[config.mk]
export PLATFORM = sky130hd
export DESIGN_NAME = state_sync_filt_flat
export DESIGN_NICKNAME = d
export VERILOG_FILES = /design/src/rtl/state_sync_filt_if.sv /design/src/rtl/state_sync_filt.sv /design/src/flat_wrapper.sv
export SDC_FILE = /design/constraint.sdc
export NUM_CORES = 1
export LEC_CHECK = 0
export CORE_AREA = 2 2 39 41
export CTS_BUF_LIST = sky130_fd_sc_hd__clkbuf_8
export CTS_CLUSTER_DIAMETER = 120
export DETAILED_ROUTE_END_ITERATION = 16
export DIE_AREA = 0 0 41 43
export PLACE_DENSITY = 0.49
export SLEW_MARGIN = 20
export SYNTH_ARGS = -nofsm -noshare
export SYNTH_HDL_FRONTEND = slang
export SYNTH_SLANG_ARGS = --single-unit
export TNS_END_PERCENT = 100
[constraint.sdc]
create_clock -name clk_vga -period 1.1 [get_ports clk_vga]
set_clock_uncertainty 0.05 [all_clocks]
set_input_delay 0.11 -clock clk_vga [delete_from_list [all_inputs] [get_ports clk_vga]]
set_output_delay 0.11 -clock clk_vga [all_outputs]
set_load 0.03 [all_outputs]
[src/rtl/state_sync_filt_if.sv]
// State-word crossing bundle: source word in, filtered word and
// change/valid flags out on the VGA side.
interface state_sync_filt_if #(
  parameter int BITS = 1
);
  logic [BITS-1:0] state_50;
  logic [BITS-1:0] state_vga;
  logic            state_changed;
  logic            state_valid;

  modport master (
    output state_50,
    input  state_vga,
    input  state_changed,
    input  state_valid
  );

  modport slave (
    input  state_50,
    output state_vga,
    output state_changed,
    output state_valid
  );
endinterface

[src/rtl/state_sync_filt.sv]
// CLOCK_50 -> VGA_CLK state-word synchroniser with stability filter,
// change strobe and valid flag.
module state_sync_filt #(
  parameter int              BITS          = 1,
  parameter int              STAGES        = 2,
  parameter int              STABLE_CYCLES = 2,
  parameter logic [BITS-1:0] RESET_VALUE   = '0
) (
  input  logic             clk_vga,
  input  logic             rst_n,
  state_sync_filt_if.slave bus
);

  localparam int CW = $clog2(STABLE_CYCLES) + 1;
  localparam logic [CW-1:0] CNT_MAX = CW'(STABLE_CYCLES - 1);

  generate
    if (STAGES < 2 || STABLE_CYCLES < 1) begin : g_bad_params
      $error("state_sync_filt: STAGES must be >= 2, STABLE_CYCLES >= 1");
    end
  endgenerate

  (* SYNCHRONIZER_IDENTIFICATION = "FORCED" *)
  logic [BITS-1:0] sync [STAGES];

  logic [BITS-1:0] tail;
  logic [BITS-1:0] cand;
  logic [CW-1:0]   cnt;
  logic [BITS-1:0] state_q;
  logic            changed_q;
  logic            valid_q;

  // Plain flop chain; nothing may sit between these stages.
  always_ff @(posedge clk_vga or negedge rst_n) begin
    if (!rst_n) begin
      for (int i = 0; i < STAGES; i++) begin
        sync[i] <= RESET_VALUE;
      end
    end else begin
      sync[0] <= bus.state_50;
      for (int i = 1; i < STAGES; i++) begin
        sync[i] <= sync[i-1];
      end
    end
  end

  assign tail = sync[STAGES-1];

  // cnt saturates at CNT_MAX, so a held word keeps re-qualifying
  // without wrapping; only a commit of a new value pulses.
  always_ff @(posedge clk_vga or negedge rst_n) begin
    if (!rst_n) begin
      cand      <= RESET_VALUE;
      cnt       <= '0;
      state_q   <= RESET_VALUE;
      changed_q <= 1'b0;
      valid_q   <= 1'b0;
    end else begin
      changed_q <= 1'b0;
      if (tail != cand) begin
        cand <= tail;
        cnt  <= '0;
      end else if (cnt == CNT_MAX) begin
        valid_q <= 1'b1;
        if (cand != state_q) begin
          state_q   <= cand;
          changed_q <= 1'b1;
        end
      end else begin
        cnt <= cnt + 1'b1;
      end
    end
  end

  assign bus.state_vga     = state_q;
  assign bus.state_changed = changed_q;
  assign bus.state_valid   = valid_q;

endmodule
[src/flat_wrapper.sv]
// flat-port wrapper written by rule: the top's interface ports become plain ports
module state_sync_filt_flat 
#(
  parameter int              BITS          = 1,
  parameter int              STAGES        = 2,
  parameter int              STABLE_CYCLES = 2,
  parameter logic [BITS-1:0] RESET_VALUE   = '0
)
  (clk_vga, rst_n, bus_state_50, bus_state_vga, bus_state_changed, bus_state_valid);
  state_sync_filt_if #(.BITS(BITS)) bus_i ();
  input  logic clk_vga;
  input  logic rst_n;
  input wire logic [$bits(bus_i.state_50)-1:0] bus_state_50;
  output wire logic [$bits(bus_i.state_vga)-1:0] bus_state_vga;
  output wire logic [$bits(bus_i.state_changed)-1:0] bus_state_changed;
  output wire logic [$bits(bus_i.state_valid)-1:0] bus_state_valid;
  assign bus_i.state_50 = bus_state_50;
  assign bus_state_vga = bus_i.state_vga;
  assign bus_state_changed = bus_i.state_changed;
  assign bus_state_valid = bus_i.state_valid;
  state_sync_filt #(.BITS(BITS), .STAGES(STAGES), .STABLE_CYCLES(STABLE_CYCLES), .RESET_VALUE(RESET_VALUE)) u_core (.clk_vga(clk_vga), .rst_n(rst_n), .bus(bus_i));
endmodule
==> results_dict.tcl <==
set metrics [dict create \
    arrival_ns 1.18 \
    ir_worst_vdd_mv 0.7288 \
    reg2reg_from "u_core.cnt[0]$_DFFE_PN0P_" \
    drt_wl_total_um 494 \
    portBuffers 5 \
    power_mw 1.121 \
    grt_pass1_vias 208 \
    final_cells 50 \
    worstRegToRegCells 3 \
    n_antenna_cell 0 \
    rsz0062_at_grt "true" \
    synthMostInstantiatedCell "dfrtp_1" \
    min_period_ns 1.117 \
    synthesis.area_um2 315.3 \
    postCtsSetupRepairBufs 0 \
    timing.final.crit_share 1.015 \
    initialDrtViolationCount 2 \
    critPathRequiredTime_ns 1.16 \
    status "finished with violations" \
    worstSkewPairLatency_ns 0.23 \
    die_y_um 43 \
    numCtsBuffers 3 \
    fmax_mhz 895.5 \
    grt_pass1_wl_um 828 \
    io_pins 6 \
    die_width_um 41 \
    antenna_found_initial 0 \
    dieArea_um2 1763 \
    firstDrtPassIters 2 \
    synth_top_area_frac 0.6349 \
    timing.slew.headroom 0.7636 \
    async_flop_share 1.000 \
    rr_endpoint "u_core.bus.state_vga$_DFFE_PN0P_" \
    routed-via-count 197 \
    ant_nets 0 \
    yosys.area.top_type "dfrtp_1" \
    place_congestion 0.6779 \
    synthTopCellsByCount "dfrtp_1, inv_1, xor2_1" \
    power.leakage_nw 0.1997 \
    clockBufferDepth 2 \
    finalHoldViolations 0 \
    cp-startpoint "u_core.cnt[0]$_DFFE_PN0P_" \
    drive_gt1_frac 0.4118 \
    cap_violations 0 \
    cts_root_buffer "clkbuf_8" \
    hp-class "in2async" \
    violations "negative setup slack" \
    ys_types 15 \
    startpoint_type "flop" \
    synth_fp_nets 28 \
    dp_cells 46 \
    synth_area_leaders "dfrtp_1, xor2_1, ha_1" \
    path_clk_slew_ns 0.04 \
    core.rowCount 14 \
    synth_ff_type "dfrtp_1" \
    grt.total_usage 0.07911 \
    grt_start_max_net_pins 9 \
    clock-sinks 8 \
    yosysWarningCount 0 \
    syn_area_per_cell_um2 13.14 \
    core_area_um2 1384 \
    drc 0 \
    avgViaCountPerCell 3.940 \
    fin_nets 39 \
    area_growth_syn_to_layout_pct 43.65 \
    yosysSeqAreaShare 0.6349 \
    wl_per_cell_um 9.880 \
    slew_violations 0 \
    fin_tns_setup_ns -0.01671 \
    htreeDepth 1 \
    finalSetupViolations 1 \
    n_fill_cell 146 \
    synth_seq_cells 8 \
    p_per_area_nw_per_um2 2474 \
    start_util 0.2278 \
    criticalPathCategory "reg2reg" \
    r2r_slack_ns -0.02 \
    overflow 0 \
    synth_edf_count 0 \
    fin_ws_ns -0.01671 \
    tightest_slew_ns 0.3536 \
    syn_inst 24 \
    cp_max_fo 5 \
    holdBufCountCts 0 \
    cts_tree "done" \
    cp-end-kind "flop" \
]
==> report_power, final <==
group / total [mW] / internal [mW] / switching, mW
sequential: 0.399 / 0.354 / 0.0452
clock: 0.354 / 0.241 / 0.112
combinational: 0.368 / 0.197 / 0.171
total: 1.12 / 0.792 / 0.329
==> registers in the layout (all words and copies together) (netlist names) <==
| name | count |
|---|---|
| u_core.bus.state_valid | 1 |
| u_core.sync | 1 |
| u_core.cnt | 2 |
| u_core.tail | 1 |
| u_core.bus.state_vga | 1 |
| u_core.cand | 1 |
| u_core.bus.state_changed | 1 |
==> worst max-delay path by stage <==
stage / to / slack [ns] / cells after the start
floorplan: u_core.bus.state_vga$_DFFE_PN0P_ / -0.04 / 3
global placement: u_core.bus.state_vga$_DFFE_PN0P_ / -0.04 / 3
detailed placement: u_core.bus.state_vga$_DFFE_PN0P_ / -0.06 / 3
CTS: u_core.bus.state_vga$_DFFE_PN0P_ / -0.03 / 3
global route: u_core.bus.state_vga$_DFFE_PN0P_ / -0.06 / 4
finish: u_core.bus.state_vga$_DFFE_PN0P_ / -0.02 / 3
==> logic make-up after synthesis <==
kind of cell,share of synthesized area
AOI/OAI and AO/OA,0.1310
xor gates and xnor gates,0.05557
adders and majority gates,0.03968
buffers and inverters,0.03571
DFF,0.6349
and+or+nand+nor,0.1032
==> layout make-up <==
type                       instances  area (um2)  share of cell area
timing repair buffer               7       57.56              0.1271
tap                               16       20.02             0.04420
multi-input combinational         13       121.4              0.2680
inverter                           2       7.507             0.01657
clock inverter                     1       3.754            0.008287
sequential                         8       201.4              0.4448
clock buffer                       3       41.29             0.09116
==> cells in the final DEF (no fill, tap or decap) <==
cell type	count
clkbuf_8	3
dfrtp_1	7
nor2b_1	1
a22o_2	1
clkdlybuf4s50_1	2
buf_4	5
nand2b_1	1
a21oi_2	1
nand3b_1	1
a21o_1	1
o21bai_1	1
a211oi_2	1
or3b_1	1
ha_4	1
inv_1	2
xor2_1	2
inv_2	1
dfrtp_2	1
nor2_1	1
==> worst max-delay path, stage by stage (launching register included) <==
cell     delay (ns)
dfrtp_1        0.40
ha_4           0.19
a21o_1         0.15
a22o_2         0.23
==> layer usage <==
layer  up-vias  track usage  part of all wire
met3         0      0.05236             0.073
met1        94      0.07641              0.41
met5         -            0                 0
li1         99            -                 -
met4         0      0.08000                 0
met2         4       0.1031              0.51
==> stage by stage <==
step	util	setup slack [ns]	instance area, um2	hold slack (ns)
2_1_floorplan	-	-0.03589	319.1	-0.2356
3_3_place_gp	0.2839	-0.03538	392.9	0.2896
3_5_place_dp	0.2839	-0.06238	392.9	0.2872
4_1_cts	0.3237	-0.02779	447.9	0.1160
5_1_grt	0.3273	-0.05904	452.9	0.1430
6_report	0.3273	-0.01671	452.9	0.1081
==> repair_timing <==
| action | CTS | global route |
|---|---|---|
| pin swaps | 2 | 1 |
| endpoints found under the setup margin | 3 | 3 |
| resized for setup | 2 | 1 |
| endpoints found under the hold margin | 0 | 0 |
Power figures use the tool's default switching activity.
